--- src/rtl/serial_reg_bridge_if.sv ---
// Bus bundle between serial_reg_bridge and its surroundings: the UART pair,
// the register file and the sample FIFO.
// The master modport is the bridge; the slave modport is the environment.
// SERBRIDGE_CHKSUM_EN adds the err_chksum pulse to the bundle.
interface serial_reg_bridge_if #(
    parameter int REG_BYTES = 2
);
    logic [7:0]             rx_data;
    logic                   rx_valid;
    logic [7:0]             tx_data;
    logic                   tx_start;
    logic                   tx_busy;
    logic [5:0]             reg_addr;
    logic [8*REG_BYTES-1:0] reg_wdata;
    logic                   reg_we;
    logic                   reg_rd;
    logic [8*REG_BYTES-1:0] reg_rdata;
    logic                   fifo_empty;
    logic                   fifo_rd_en;
    logic [7:0]             fifo_data;
    logic                   err_timeout;
    logic                   busy;
`ifdef SERBRIDGE_CHKSUM_EN
    logic                   err_chksum;

    modport master (
        input  rx_data, rx_valid, tx_busy, reg_rdata, fifo_empty, fifo_data,
        output tx_data, tx_start, reg_addr, reg_wdata, reg_we, reg_rd,
               fifo_rd_en, err_timeout, busy, err_chksum
    );
    modport slave (
        output rx_data, rx_valid, tx_busy, reg_rdata, fifo_empty, fifo_data,
        input  tx_data, tx_start, reg_addr, reg_wdata, reg_we, reg_rd,
               fifo_rd_en, err_timeout, busy, err_chksum
    );
`else
    modport master (
        input  rx_data, rx_valid, tx_busy, reg_rdata, fifo_empty, fifo_data,
        output tx_data, tx_start, reg_addr, reg_wdata, reg_we, reg_rd,
               fifo_rd_en, err_timeout, busy
    );
    modport slave (
        output rx_data, rx_valid, tx_busy, reg_rdata, fifo_empty, fifo_data,
        input  tx_data, tx_start, reg_addr, reg_wdata, reg_we, reg_rd,
               fifo_rd_en, err_timeout, busy
    );
`endif
endinterface

--- src/rtl/serial_reg_bridge.sv ---
// serial_reg_bridge: turns a UART byte stream into register-bus writes and
// reads of REG_BYTES-wide words, plus length-limited FIFO burst reads.
// Optional feature macro: SERBRIDGE_CHKSUM_EN (XOR check byte on writes,
// trailing XOR byte on reads and bursts, err_chksum pulse on mismatch).
module serial_reg_bridge #(
    parameter int REG_BYTES   = 2,
    parameter int STREAM_ADDR = 3,
    parameter int TIMEOUT_CYC = 50000
) (
    input  logic                 clk,
    input  logic                 reset,
    serial_reg_bridge_if.master  bus
);
    localparam int           W            = 8*REG_BYTES;
    localparam logic [1:0]   LAST_BYTE    = 2'(REG_BYTES-1);
    localparam logic [16:0]  TIMEOUT_LAST = 17'(TIMEOUT_CYC-1);
    localparam logic [5:0]   STREAM       = 6'(STREAM_ADDR);

`ifdef SERBRIDGE_CHKSUM_EN
    typedef enum logic [3:0] {
        IDLE, WR_DATA, WR_CHK, WR_COMMIT, RD_REQ, RD_CAP, RD_SEND,
        ST_LEN, ST_FETCH, ST_LOAD, ST_SEND, CK_SEND
    } state_t;
`else
    typedef enum logic [3:0] {
        IDLE, WR_DATA, WR_COMMIT, RD_REQ, RD_CAP, RD_SEND,
        ST_LEN, ST_FETCH, ST_LOAD, ST_SEND
    } state_t;
`endif

    state_t       r_state, w_stateNxt;
    logic [5:0]   r_addr, w_addrNxt;
    logic [W-1:0] r_word, w_wordNxt;
    logic [1:0]   r_byteCnt, w_byteCntNxt;
    logic [8:0]   r_burstLeft, w_burstNxt;
    logic [16:0]  r_timer, w_timerNxt;
    logic [7:0]   r_txData, w_txDataNxt;
    logic         r_txPrev;
    logic         r_errTo, w_errToNxt;
    logic         w_sendState;
    logic         w_txStart;
    logic         w_timeoutHit;
`ifdef SERBRIDGE_CHKSUM_EN
    logic [7:0]   r_chk, w_chkNxt;
    logic         r_errCk, w_errCkNxt;
`endif

`ifdef SERBRIDGE_CHKSUM_EN
    assign w_sendState = (r_state == RD_SEND) || (r_state == ST_SEND) || (r_state == CK_SEND);
`else
    assign w_sendState = (r_state == RD_SEND) || (r_state == ST_SEND);
`endif

    // A byte goes out only into an idle transmitter and never on two
    // consecutive cycles, which hides the transmitter's busy-rise latency.
    assign w_txStart    = !reset && w_sendState && !bus.tx_busy && !r_txPrev;
    assign w_timeoutHit = (r_timer == TIMEOUT_LAST);

    assign bus.tx_start    = w_txStart;
    assign bus.tx_data     = r_txData;
    assign bus.reg_addr    = r_addr;
    assign bus.reg_wdata   = r_word;
    assign bus.reg_we      = !reset && (r_state == WR_COMMIT);
    assign bus.reg_rd      = !reset && (r_state == RD_REQ);
    assign bus.fifo_rd_en  = !reset && (r_state == ST_FETCH) && !bus.fifo_empty;
    assign bus.err_timeout = r_errTo;
    assign bus.busy        = (r_state != IDLE);
`ifdef SERBRIDGE_CHKSUM_EN
    assign bus.err_chksum  = r_errCk;
`endif

    // State and datapath registers; reset abandons any frame in progress.
    always_ff @(posedge clk) begin
        if (reset) begin
            r_state     <= IDLE;
            r_addr      <= '0;
            r_word      <= '0;
            r_byteCnt   <= '0;
            r_burstLeft <= '0;
            r_timer     <= '0;
            r_txData    <= '0;
            r_txPrev    <= 1'b0;
            r_errTo     <= 1'b0;
`ifdef SERBRIDGE_CHKSUM_EN
            r_chk       <= '0;
            r_errCk     <= 1'b0;
`endif
        end else begin
            r_state     <= w_stateNxt;
            r_addr      <= w_addrNxt;
            r_word      <= w_wordNxt;
            r_byteCnt   <= w_byteCntNxt;
            r_burstLeft <= w_burstNxt;
            r_timer     <= w_timerNxt;
            r_txData    <= w_txDataNxt;
            r_txPrev    <= w_txStart;
            r_errTo     <= w_errToNxt;
`ifdef SERBRIDGE_CHKSUM_EN
            r_chk       <= w_chkNxt;
            r_errCk     <= w_errCkNxt;
`endif
        end
    end

    // Frame decoder: next state and next datapath values for every state.
    always_comb begin
        w_stateNxt   = r_state;
        w_addrNxt    = r_addr;
        w_wordNxt    = r_word;
        w_byteCntNxt = r_byteCnt;
        w_burstNxt   = r_burstLeft;
        w_timerNxt   = r_timer;
        w_txDataNxt  = r_txData;
        w_errToNxt   = 1'b0;
`ifdef SERBRIDGE_CHKSUM_EN
        w_chkNxt     = r_chk;
        w_errCkNxt   = 1'b0;
`endif
        case (r_state)
            IDLE: begin
                w_timerNxt = '0;
                if (bus.rx_valid && bus.rx_data[7]) begin
                    w_addrNxt    = bus.rx_data[5:0];
                    w_byteCntNxt = '0;
                    w_wordNxt    = '0;
`ifdef SERBRIDGE_CHKSUM_EN
                    w_chkNxt     = bus.rx_data;
`endif
                    if (bus.rx_data[6])
                        w_stateNxt = WR_DATA;
                    else if (bus.rx_data[5:0] == STREAM)
                        w_stateNxt = ST_LEN;
                    else
                        w_stateNxt = RD_REQ;
                end
            end
            WR_DATA: begin
                if (bus.rx_valid) begin
                    w_timerNxt = '0;
                    for (int i = 0; i < REG_BYTES; i++)
                        if (int'(r_byteCnt) == i)
                            w_wordNxt[8*i +: 8] = bus.rx_data;
`ifdef SERBRIDGE_CHKSUM_EN
                    w_chkNxt = r_chk ^ bus.rx_data;
`endif
                    if (r_byteCnt == LAST_BYTE) begin
`ifdef SERBRIDGE_CHKSUM_EN
                        w_stateNxt = WR_CHK;
`else
                        w_stateNxt = WR_COMMIT;
`endif
                    end else begin
                        w_byteCntNxt = r_byteCnt + 2'd1;
                    end
                end else if (w_timeoutHit) begin
                    w_errToNxt = 1'b1;
                    w_stateNxt = IDLE;
                end else begin
                    w_timerNxt = r_timer + 17'd1;
                end
            end
`ifdef SERBRIDGE_CHKSUM_EN
            WR_CHK: begin
                if (bus.rx_valid) begin
                    w_timerNxt = '0;
                    if (bus.rx_data == r_chk) begin
                        w_stateNxt = WR_COMMIT;
                    end else begin
                        w_errCkNxt = 1'b1;
                        w_stateNxt = IDLE;
                    end
                end else if (w_timeoutHit) begin
                    w_errToNxt = 1'b1;
                    w_stateNxt = IDLE;
                end else begin
                    w_timerNxt = r_timer + 17'd1;
                end
            end
            CK_SEND: begin
                if (w_txStart)
                    w_stateNxt = IDLE;
            end
`endif
            WR_COMMIT: w_stateNxt = IDLE;
            RD_REQ:    w_stateNxt = RD_CAP;
            RD_CAP: begin
                w_txDataNxt  = bus.reg_rdata[7:0];
                w_wordNxt    = bus.reg_rdata >> 8;
                w_byteCntNxt = '0;
`ifdef SERBRIDGE_CHKSUM_EN
                w_chkNxt     = '0;
`endif
                w_stateNxt   = RD_SEND;
            end
            RD_SEND: begin
                if (w_txStart) begin
`ifdef SERBRIDGE_CHKSUM_EN
                    w_chkNxt = r_chk ^ r_txData;
`endif
                    if (r_byteCnt == LAST_BYTE) begin
`ifdef SERBRIDGE_CHKSUM_EN
                        w_txDataNxt = r_chk ^ r_txData;
                        w_stateNxt  = CK_SEND;
`else
                        w_stateNxt  = IDLE;
`endif
                    end else begin
                        w_txDataNxt  = r_word[7:0];
                        w_wordNxt    = r_word >> 8;
                        w_byteCntNxt = r_byteCnt + 2'd1;
                    end
                end
            end
            ST_LEN: begin
                if (bus.rx_valid) begin
                    w_timerNxt = '0;
                    w_burstNxt = (bus.rx_data == 8'd0) ? 9'd256 : {1'b0, bus.rx_data};
`ifdef SERBRIDGE_CHKSUM_EN
                    w_chkNxt   = '0;
`endif
                    w_stateNxt = ST_FETCH;
                end else if (w_timeoutHit) begin
                    w_errToNxt = 1'b1;
                    w_stateNxt = IDLE;
                end else begin
                    w_timerNxt = r_timer + 17'd1;
                end
            end
            ST_FETCH: begin
                if (bus.fifo_empty) begin
`ifdef SERBRIDGE_CHKSUM_EN
                    w_txDataNxt = r_chk;
                    w_stateNxt  = CK_SEND;
`else
                    w_stateNxt  = IDLE;
`endif
                end else begin
                    w_stateNxt = ST_LOAD;
                end
            end
            ST_LOAD: begin
                w_txDataNxt = bus.fifo_data;
                w_stateNxt  = ST_SEND;
            end
            ST_SEND: begin
                if (w_txStart) begin
`ifdef SERBRIDGE_CHKSUM_EN
                    w_chkNxt = r_chk ^ r_txData;
`endif
                    if (r_burstLeft == 9'd1) begin
`ifdef SERBRIDGE_CHKSUM_EN
                        w_txDataNxt = r_chk ^ r_txData;
                        w_stateNxt  = CK_SEND;
`else
                        w_stateNxt  = IDLE;
`endif
                    end else begin
                        w_burstNxt = r_burstLeft - 9'd1;
                        w_stateNxt = ST_FETCH;
                    end
                end
            end
            default: w_stateNxt = IDLE;
        endcase
    end
endmodule

--- src/flat_wrapper.sv ---
// flat-port wrapper written by rule: the top's interface ports become plain ports
module serial_reg_bridge_flat 
#(
    parameter int REG_BYTES   = 2,
    parameter int STREAM_ADDR = 3,
    parameter int TIMEOUT_CYC = 50000
)
  (clk, reset, bus_rx_data, bus_rx_valid, bus_tx_busy, bus_reg_rdata, bus_fifo_empty, bus_fifo_data, bus_tx_data, bus_tx_start, bus_reg_addr, bus_reg_wdata, bus_reg_we, bus_reg_rd, bus_fifo_rd_en, bus_err_timeout, bus_busy);
  serial_reg_bridge_if #(.REG_BYTES(REG_BYTES)) bus_i ();
  input  logic clk;
  input  logic reset;
  input wire logic [$bits(bus_i.rx_data)-1:0] bus_rx_data;
  input wire logic [$bits(bus_i.rx_valid)-1:0] bus_rx_valid;
  input wire logic [$bits(bus_i.tx_busy)-1:0] bus_tx_busy;
  input wire logic [$bits(bus_i.reg_rdata)-1:0] bus_reg_rdata;
  input wire logic [$bits(bus_i.fifo_empty)-1:0] bus_fifo_empty;
  input wire logic [$bits(bus_i.fifo_data)-1:0] bus_fifo_data;
  output wire logic [$bits(bus_i.tx_data)-1:0] bus_tx_data;
  output wire logic [$bits(bus_i.tx_start)-1:0] bus_tx_start;
  output wire logic [$bits(bus_i.reg_addr)-1:0] bus_reg_addr;
  output wire logic [$bits(bus_i.reg_wdata)-1:0] bus_reg_wdata;
  output wire logic [$bits(bus_i.reg_we)-1:0] bus_reg_we;
  output wire logic [$bits(bus_i.reg_rd)-1:0] bus_reg_rd;
  output wire logic [$bits(bus_i.fifo_rd_en)-1:0] bus_fifo_rd_en;
  output wire logic [$bits(bus_i.err_timeout)-1:0] bus_err_timeout;
  output wire logic [$bits(bus_i.busy)-1:0] bus_busy;
  assign bus_i.rx_data = bus_rx_data;
  assign bus_i.rx_valid = bus_rx_valid;
  assign bus_i.tx_busy = bus_tx_busy;
  assign bus_i.reg_rdata = bus_reg_rdata;
  assign bus_i.fifo_empty = bus_fifo_empty;
  assign bus_i.fifo_data = bus_fifo_data;
  assign bus_tx_data = bus_i.tx_data;
  assign bus_tx_start = bus_i.tx_start;
  assign bus_reg_addr = bus_i.reg_addr;
  assign bus_reg_wdata = bus_i.reg_wdata;
  assign bus_reg_we = bus_i.reg_we;
  assign bus_reg_rd = bus_i.reg_rd;
  assign bus_fifo_rd_en = bus_i.fifo_rd_en;
  assign bus_err_timeout = bus_i.err_timeout;
  assign bus_busy = bus_i.busy;
  serial_reg_bridge #(.REG_BYTES(REG_BYTES), .STREAM_ADDR(STREAM_ADDR), .TIMEOUT_CYC(TIMEOUT_CYC)) u_core (.clk(clk), .reset(reset), .bus(bus_i));
endmodule
--- config.mk ---
export PLATFORM = sky130hd
export DESIGN_NAME = serial_reg_bridge_flat
export DESIGN_NICKNAME = d
export VERILOG_FILES = /design/src/rtl/serial_reg_bridge_if.sv /design/src/rtl/serial_reg_bridge.sv /design/src/flat_wrapper.sv
export SDC_FILE = /design/constraint.sdc
export NUM_CORES = 1
export LEC_CHECK = 0
export ABC_AREA = 1
export CAP_MARGIN = 25
export CELL_PAD_IN_SITES_DETAIL_PLACEMENT = 1
export CELL_PAD_IN_SITES_GLOBAL_PLACEMENT = 1
export CORE_ASPECT_RATIO = 0.5
export CORE_MARGIN = 8
export CORE_UTILIZATION = 36
export CTS_CLUSTER_SIZE = 16
export DETAILED_ROUTE_END_ITERATION = 7
export GPL_TIMING_DRIVEN = 0
export PLACE_DENSITY_LB_ADDON = 0.1
export SLEW_MARGIN = 20
export SYNTH_ARGS = -nofsm -noshare
export SYNTH_HDL_FRONTEND = slang
export SYNTH_SLANG_ARGS = --single-unit
--- constraint.sdc ---
create_clock -name clk -period 2.2 [get_ports clk]
set_input_delay 0.44 -clock clk [delete_from_list [all_inputs] [get_ports clk]]
set_output_delay 0.44 -clock clk [all_outputs]
set_load 0.005 [all_outputs]
==> results of run 1 <==
worst max-delay path: cells and delay by family, from the launching register on:
kind | cells | cell delay [ns]
buffers and inverters | 3 | 0.61
and+or+nand+nor | 2 | 0.36
DFF | 1 | 0.37
flip-flops by register name, summed over array words and instances, names as in the netlist:
| name | count |
|---|---|
| u_core.r_byteCnt | 2 |
| u_core.r_burstLeft | 9 |
| u_core.r_state | 4 |
| u_core.r_txPrev | 1 |
| u_core.bus.reg_addr | 6 |
| u_core.bus.tx_data | 8 |
| u_core.bus.err_timeout | 1 |
| u_core.r_timer | 17 |
| u_core.bus.reg_wdata | 16 |
layout make-up:
class | count | area, µm² | share of cell area
tap | 145 | 181 | 0.0344
buffer | 17 | 118 | 0.0223
clock inverter | 6 | 115 | 0.0218
sequential | 64 | 1290 | 0.244
clock buffer | 10 | 239 | 0.0453
timing repair buffer | 77 | 757 | 0.144
multi-input combinational | 482 | 2310 | 0.438
inverter | 70 | 268 | 0.0508
kinds of logic (layout without fill, tap and decap cells):
logic type,count (synthesis),count (layout),synth area share
AOI/OAI and AO/OA,105,105,0.144
xor gates and xnor gates,2,2,0.00446
adders and majority gates,5,5,0.0159
buffers and inverters,88,180,0.0958
DFF,64,64,0.326
and+or+nand+nor,370,370,0.414
what timing repair did:
action | 4_1_cts | 5_1_grt
endpoints found under the setup margin | 4 | 5
pin swaps | 2 | 0
buffers inserted | 5 | 1
gates cloned | 0 | 0
hold endpoints to repair | 0 | 0
resized for setup | 12 | 6
layer usage:
layer	up-vias	GRT usage	part of all wire
li1	2221	-	-
met1	2076	0.244	0.49
met4	0	0.0489	0.011
met2	73	0.314	0.45
met3	16	0.0551	0.042
met5	-	0	0
final timing paths:
kind | from | endpoint
setup / recovery | u_core.r_state[2]$_SDFFE_PP0P_ | bus_busy
hold / removal | reset | u_core.r_timer[2]$_SDFFE_PP0P_
setup reg to reg | u_core.r_timer[0]$_SDFFE_PP0P_ | u_core.r_timer[8]$_SDFFE_PP0P_
hold reg to reg | u_core.bus.reg_addr[1]$_SDFFE_PP0P_ | u_core.bus.reg_addr[1]$_SDFFE_PP0P_
power by group:
group | internal, µW | switching (µW)
logic | 694 | 952
clock network | 1140 | 582
registers | 1340 | 157
total | 3180 | 1690
Yosys cell counts, types with 2 or more instances:
library cell / number / area share
nand4_1: 14 / 0.022
nor3_1: 6 / 0.0076
o21a_1: 3 / 0.0057
nand3_1: 56 / 0.071
inv_2: 9 / 0.0086
dfxtp_1: 64 / 0.33
clkbuf_1: 10 / 0.0095
inv_1: 60 / 0.057
buf_6: 5 / 0.014
o21ai_1: 8 / 0.010
ha_1: 5 / 0.016
nor2_1: 108 / 0.10
nor2_4: 6 / 0.017
o21ai_0: 39 / 0.050
buf_2: 2 / 0.0025
o211ai_1: 3 / 0.0057
nand2_1: 154 / 0.15
o21ai_2: 2 / 0.0045
nand2_2: 12 / 0.019
nor2_2: 8 / 0.013
a21oi_1: 46 / 0.059
per-stage QoR:
stage                     power (µW)  utilization   TNS, ns
after floorplan                 2400            -         0
after global placement          3090        0.446    -0.186
after detailed placement        3120        0.446    -0.473
after CTS                       4910        0.485         0
after global routing            5170        0.488  -0.00445
final                           4870        0.488         0
==> results.tsv, run 1 <==
metric	value	unit
crit path launch type	flop	
Post-synth EDFFs	0	
Cells after Synth	634	
FF+latch count, synth	64	
layout cells sized above 1	0.110	
initial antenna violation count	0	
Avg Cell Area, Syn	6.20	µm²
Static Leak	0.00217	µW
Mapped Area	0.00393	mm²
Worst setup EP type	output pin	
largest net degree at the start of global routing	15	
Unique masters post-synth	35	
Worst Tran Pin Value	0.571	ns
grt total ovfl	0	
commonest non-fill, non-tap cell in the layout	nand2_1	
vias in the first global route	4648	
CTS clk-pin slew, worst paths	0.06	ns
drt initial violations	190	
H-Tree Depth	3	
die area	0.0147	mm²
CP max stage delay	0.44	ns
die width	164	µm
worst slack at placement	-0.172	ns
flop2flop setup slack	0.25	ns
Total GRT Usage	0.193	
routed via count	4386	
outcome	completed	
WP data arrival	1.68	ns
post-route cell area	0.00527	mm²
vias per std cell	5.04	
Filler Cells Inserted	1461	
WL per Instance	16.1	µm
max frequency	472	MHz
WHS Path Cells	2	
Worst Path Max Fanout	7	
Crit Path Class	flop to output pin	
Power Density	924	mW/mm²
Clock Skews	0.00721	ns
final worst path period need	2.12	ns
CTS tree	done	
Main synth FF type	dfxtp_1	
CP required	1.76	ns
hold slack	0.414	ns
deepest clock path buffer count	2	
Port Buffers	71	
hpwl dp	10.6	mm
wire length of the first global-routing pass	23.0	mm
R2R depth	10	
HP Class	input port to flop	
ys async rst share	0	
Max-slew headroom	0.619	
final net count	763	
Worst path slowest cell	clkdlybuf4s50_1	
ANT nets after route	0	
fin cells	871	
placed insts	850	
Initial Util	0.364	
worst setup margin	0.0814	ns
Ys Warns	0	
First-pass DRT Iterations	4	
die height	89.9	µm
max-cap violations	0	
cts hold-fix bufs	0	
count of final hold-check violations	0	
Clock Latency Late Sink	0.34	ns
Core Area	0.0108	mm²
diode count	0	
clk root buf	clkbuf_16	
Slew Viols, Final	0	
total CTS buffers	9	
register area share after synthesis	0.326	
period utilization	0.963	
Cell Area, Placed	0.00482	mm²
Sink Count	64	
peak supply drop	0.476	mV
P&R area growth vs syn	34.1	%
Final setup viols	0	
IO Pins	73	
critical path cell sequence	inv_2 > nand2_2 > nor2_4 > inv_1 > clkdlybuf4s50_1	
commonest non-fill, non-tap cells in the layout	154 x nand2_1, 107 x nor2_1, 69 x clkdlybuf4s50_1	
Placer Congestion	0.833	
Row Count	27	
DRC violations left	0	
WL final	14.1	mm
syn_nets	676	
Note: power is estimated with default switching activity, not from simulation.
==> run 2: changes to the inputs <==
CELL_PAD_IN_SITES_DETAIL_PLACEMENT = default   (was 1)
CELL_PAD_IN_SITES_GLOBAL_PLACEMENT = default   (was 1)
CORE_UTILIZATION = 53   (was 36)
PLACE_DENSITY = 0.81   (was default)
PLACE_DENSITY_LB_ADDON = default   (was 0.1)
==> run 2 against run 1 <==
Effect of this change:
- non-clock buffer count shrank 1
- final area down 2.1%
- worst hold slack worse by 0.018 ns
- worst setup slack worse by 0.0045 ns
- combinational power shrank 4%
- cell count fell by 5.9%
- largest cell class unchanged
- fmax fell by 0.21%
- critical path type is now input port to output pin
- largest power group is now combinational logic
- routed wire length decreased by 19%
- critical path depth stayed put
- sequential power about the same
- via count is 0.84% lower
- register-to-register slack gained 0.02 ns
==> results.tsv, run 2 (same netlist as run 1, synthesis figures left out) <==
metric	value	unit
IO Pins	73	
hold slack	0.395	ns
drt initial violations	302	
First-pass DRT Iterations	5	
Worst path slowest cell	clkdlybuf4s50_1	
Power Density	895	mW/mm²
R2R depth	10	
die height	76.9	µm
crit path launch type	input port	
worst slack at placement	-0.0769	ns
placed insts	801	
vias in the first global route	4084	
Worst Path Max Fanout	2	
Sink Count	64	
deepest clock path buffer count	2	
CP required	1.76	ns
Clock Latency Late Sink	0.33	ns
WL final	11.4	mm
Row Count	22	
max FFs per register	17	
Static Leak	0.00214	µW
die width	138	µm
P&R area growth vs syn	31.3	%
final net count	762	
WL per Instance	13.9	µm
H-Tree Depth	3	
vias per std cell	5.30	
Initial Util	0.541	
total CTS buffers	9	
Placer Congestion	0.890	
ANT nets after route	0	
wire length of the first global-routing pass	19.2	mm
Worst Min Path Start	reset	
most flop-heavy register	u_core.r_timer	
CP startpoint	bus_fifo_empty	
hold endpoint	u_core.r_timer[3]$_SDFFE_PP0P_	
HP Class	input port to flop	
period utilization	0.965	
Core Area	0.00727	mm²
peak supply drop	0.554	mV
hpwl dp	8.46	mm
RR Endpoint	u_core.r_timer[8]$_SDFFE_PP0P_	
CTS clk-pin slew, worst paths	0.05	ns
outcome	completed	
worst setup margin	0.0769	ns
commonest non-fill, non-tap cell in the layout	nand2_1	
Max-slew headroom	0.621	
Slew Viols, Final	0	
RR Startpoint	u_core.r_timer[0]$_SDFFE_PP0P_	
largest net degree at the start of global routing	15	
diode count	0	
count of final hold-check violations	0	
fin cells	820	
Port Buffers	71	
Crit Path Class	input port to output pin	
Worst setup EP type	output pin	
Total GRT Usage	0.223	
WHS Path Cells	2	
WP data arrival	1.68	ns
Worst Tran Pin Value	0.569	ns
DRC violations left	0	
RSZ-0062 raised after global routing	yes	
initial antenna violation count	0	
critical path cell sequence	clkdlybuf4s50_1 > nor2_1 > nand3_1 > nor2_1 > clkdlybuf4s50_1	
die area	0.0106	mm²
flop2flop setup slack	0.27	ns
routed via count	4349	
clk root buf	clkbuf_16	
Clock Skews	0.00286	ns
Final setup viols	0	
max-cap violations	0	
Overall Power	4620	µW
max frequency	471	MHz
commonest non-fill, non-tap cells in the layout	154 x nand2_1, 107 x nor2_1, 70 x clkdlybuf4s50_1	
CTS tree	done	
layout cells sized above 1	0.104	
CP max stage delay	0.51	ns
grt total ovfl	0	
final worst path period need	2.12	ns
-- run 2: final cells by class --
cell class,instances,area (µm²)
clock inverters,3,65.1
flip-flops and latches,64,1290
inverters,70,268
plain buffers,17,118
clock buffers,12,256
multi-input cells,482,2300
repair buffers,76,747
well taps,96,120
fillers,608,2100
-- run 2: per-stage QoR --
| step | TNS [ns] | instance area [µm²] | utilization |
|---|---|---|---|
| 5_1_grt | -0.00207 | 5160 | 0.710 |
| 4_1_cts | 0 | 5150 | 0.709 |
| 2_1_floorplan | 0 | 3930 | - |
| 3_3_place_gp | -0.0675 | 4760 | 0.655 |
| 6_report | 0 | 5160 | 0.710 |
| 3_5_place_dp | -0.0769 | 4760 | 0.655 |
-- run 2: power breakdown --
part	internal, µW	total [µW]	switching [µW]
registers	1350	1490	143
logic	693	1590	893
clock network	1040	1540	499
total	3080	4620	1540
-- run 2: how the worst max path moves through the flow --
| stage | end | cells past startpoint | slack [ns] |
|---|---|---|---|
| 6_report | bus_fifo_rd_en | 5 | 0.08 |
| 4_1_cts | bus_fifo_rd_en | 6 | 0.02 |
| 3_5_place_dp | bus_tx_start | 6 | -0.08 |
| 3_3_place_gp | bus_tx_start | 6 | -0.07 |
| 2_1_floorplan | u_core.r_timer[8]$_SDFFE_PP0P_ | 10 | 0.56 |
| 5_1_grt | bus_fifo_rd_en | 6 | -0.002 |
-- run 2: routing by layer --
metal | routed length (µm) | GRT usage | vias up
li1 | - | - | 2215
met1 | 5330 | 0.281 | 1989
met2 | 5240 | 0.359 | 130
met3 | 668 | 0.0592 | 15
met4 | 137 | 0.0724 | 0
met5 | 0 | 0 | -
-- run 2: repair_timing --
action / in CTS / in global routing
endpoints found under the setup margin: 3 / 3
resized for setup: 11 / 4
pin swaps: 2 / 0
hold buffers: 0 / 0
buffers inserted: 5 / 0
-- run 2: critical path, delay by kind of cell --
| kind | cells | cell delay, ns |
|---|---|---|
| buffers and inverters | 2 | 0.92 |
| and+or+nand+nor | 3 | 0.32 |
==> edit, RTL diff (config.mk and constraints of run 2) <==
Take the reset off `r_addr`, `r_word` and `r_txData` and load them in a clocked block of their own.
--- a/src/rtl/serial_reg_bridge.sv
+++ b/src/rtl/serial_reg_bridge.sv
@@ -73,12 +73,9 @@
     always_ff @(posedge clk) begin
         if (reset) begin
             r_state     <= IDLE;
-            r_addr      <= '0;
-            r_word      <= '0;
             r_byteCnt   <= '0;
             r_burstLeft <= '0;
             r_timer     <= '0;
-            r_txData    <= '0;
             r_txPrev    <= 1'b0;
             r_errTo     <= 1'b0;
 `ifdef SERBRIDGE_CHKSUM_EN
@@ -87,12 +84,9 @@
 `endif
         end else begin
             r_state     <= w_stateNxt;
-            r_addr      <= w_addrNxt;
-            r_word      <= w_wordNxt;
             r_byteCnt   <= w_byteCntNxt;
             r_burstLeft <= w_burstNxt;
             r_timer     <= w_timerNxt;
-            r_txData    <= w_txDataNxt;
             r_txPrev    <= w_txStart;
             r_errTo     <= w_errToNxt;
 `ifdef SERBRIDGE_CHKSUM_EN
@@ -100,6 +94,12 @@
             r_errCk     <= w_errCkNxt;
 `endif
         end
+    end
+
+    always_ff @(posedge clk) begin
+        r_addr   <= w_addrNxt;
+        r_word   <= w_wordNxt;
+        r_txData <= w_txDataNxt;
     end
 
     // Frame decoder: next state and next datapath values for every state.
Formal check against the unedited RTL: not equivalent (Yosys sat finds a counterexample within 4 cycles, from zero or initial values and one cycle with reset high).
==> edit against run 2 <==
Critical path depth fell by 1. Design area shrank 7.0%. Routed wire length fell by 10%. Setup slack better by 0.062 ns. Synthesized area fell by 9.8%. Power is 6.3% higher. Sequential cell count unchanged.
==> edit: results <==
{
  "dp_slack_ns": -0.712,
  "n_antenna_cell": 0,
  "place_congestion": 0.963,
  "reg2regPathDepth": 9,
  "yosys.area_share.xor_xnor_pct": 0.494,
  "slew_headroom_pct": 37.1,
  "outcome": "completed",
  "port_buffers": 72,
  "synth_edf_count": 30,
  "grt_pass1_vias": 3415,
  "synth_cell_types": 33,
  "synth_adder_area_share_pct": 1.76,
  "cts-root-buf": "clkbuf_16",
  "place_area_mm2": 0.00438,
  "post-place-cells": 638,
  "grt_pass1_wl_mm": 16.1,
  "period_needed_ns": 2.06,
  "largest_register_ff_count": 17,
  "seq_area_frac_synth_pct": 44.6,
  "p_int_uw": 3340,
  "clock_skew_ns": 0.00583,
  "cp-startpoint": "reset",
  "synth_nets": 516,
  "grt_max_degree": 12,
  "hold_ws_ns": 0.495,
  "drt_wl_total_mm": 10.2,
  "routedWlPerCell_um": 15.5,
  "power_leakage_uw": 0.00193,
  "critPathMaxFanout": 10,
  "syn_inst": 474,
  "layout-drive-gt1-share_pct": 11.5,
  "drt_iter0_drc": 269,
  "worst_ir_drop_vdd_uv": 497,
  "holdPathEnd": "u_core.r_state[2]$_SDFFE_PP0P_",
  "ys_async_sr_fraction_pct": 0,
  "grtUsageTotal_pct": 21.0,
  "fill_cells": 518,
  "post-dp-hpwl_mm": 7.47,
  "clock_latency_ns": 0.33,
  "synth_area_leaders": "edfxtp_1 (25%), dfxtp_1 (19%), nand2_1 (12%)",
  "firstDrtPassIters": 5,
  "ff2ff_setup_slack_ns": 0.22,
  "synth-main-ff-cell": "dfxtp_1",
  "synth_commonest_cells": "nand2_1 (115), nor2_1 (73), inv_1 (42)",
  "crit_path_end": "bus_fifo_rd_en",
  "hp-start": "u_core.r_state[2]$_SDFFE_PP0P_",
  "hold_class": "flip-flop to flip-flop",
  "vias": 3536,
  "fin_nets": 602,
  "r2r-start": "u_core.r_state[3]$_SDFFE_PP0P_",
  "synth_top_area_share_pct": 25.4,
  "synth_compound_area_share_pct": 12.2,
  "r2r_end": "u_core.bus.reg_wdata[10]$_DFFE_PP_"
}
edit: cell types whose count changed after synthesis, sizes merged, moves of 19 or more:
cell           run 2  this run
inv               70        51
nand2            167       127
nand3             57        38
dfxtp             64        34
edfxtp             0        30
nor2             122        79
edit: timing repair:
| item | CTS | global route |
|---|---|---|
| gates resized for setup | 19 | 6 |
| pin swaps | 2 | 0 |
| buffers inserted | 3 | 0 |
| endpoints found under the setup margin | 26 | 31 |
| hold buffers | 0 | 0 |
| endpoints found under the hold margin | 0 | 0 |
edit: cell type report:
| class | instances | area, um^2 | share of cell area (%) |
|---|---|---|---|
| Clock buffer | 10 | 229 | 4.77 |
| Clock inverter | 6 | 108 | 2.24 |
| Tap cell | 92 | 115 | 2.40 |
| Inverter | 51 | 191 | 3.99 |
| Sequential cell | 64 | 1590 | 33.0 |
| Timing Repair Buffer | 75 | 741 | 15.4 |
| Buffer | 9 | 61.3 | 1.28 |
| Multi-Input combinational cell | 350 | 1770 | 36.9 |
edit: power groups by stage:
stage	registers, uW	clock network (uW)	logic [uW]
2_1_floorplan	1710	0	807
3_3_place_gp	1700	0	1500
3_5_place_dp	1710	0	1510
4_1_cts	1690	1630	1570
5_1_grt	1730	1680	1740
6_report	1700	1610	1600
edit: layer usage:
| layer | track usage, % | share of wire [%] | routed length, um |
|---|---|---|---|
| met4 | 7.44 | 1.4 | 138 |
| met1 | 24.8 | 43 | 4360 |
| met3 | 5.46 | 6.7 | 688 |
| met2 | 36.6 | 49 | 5030 |
| met5 | 0 | 0 | 0 |
edit: critical path: stages:
cell and delay, ns:
clkdlybuf4s50_1 0.53, clkbuf_2 0.29, nor2_1 0.08, dlygate4sd2_1 0.28
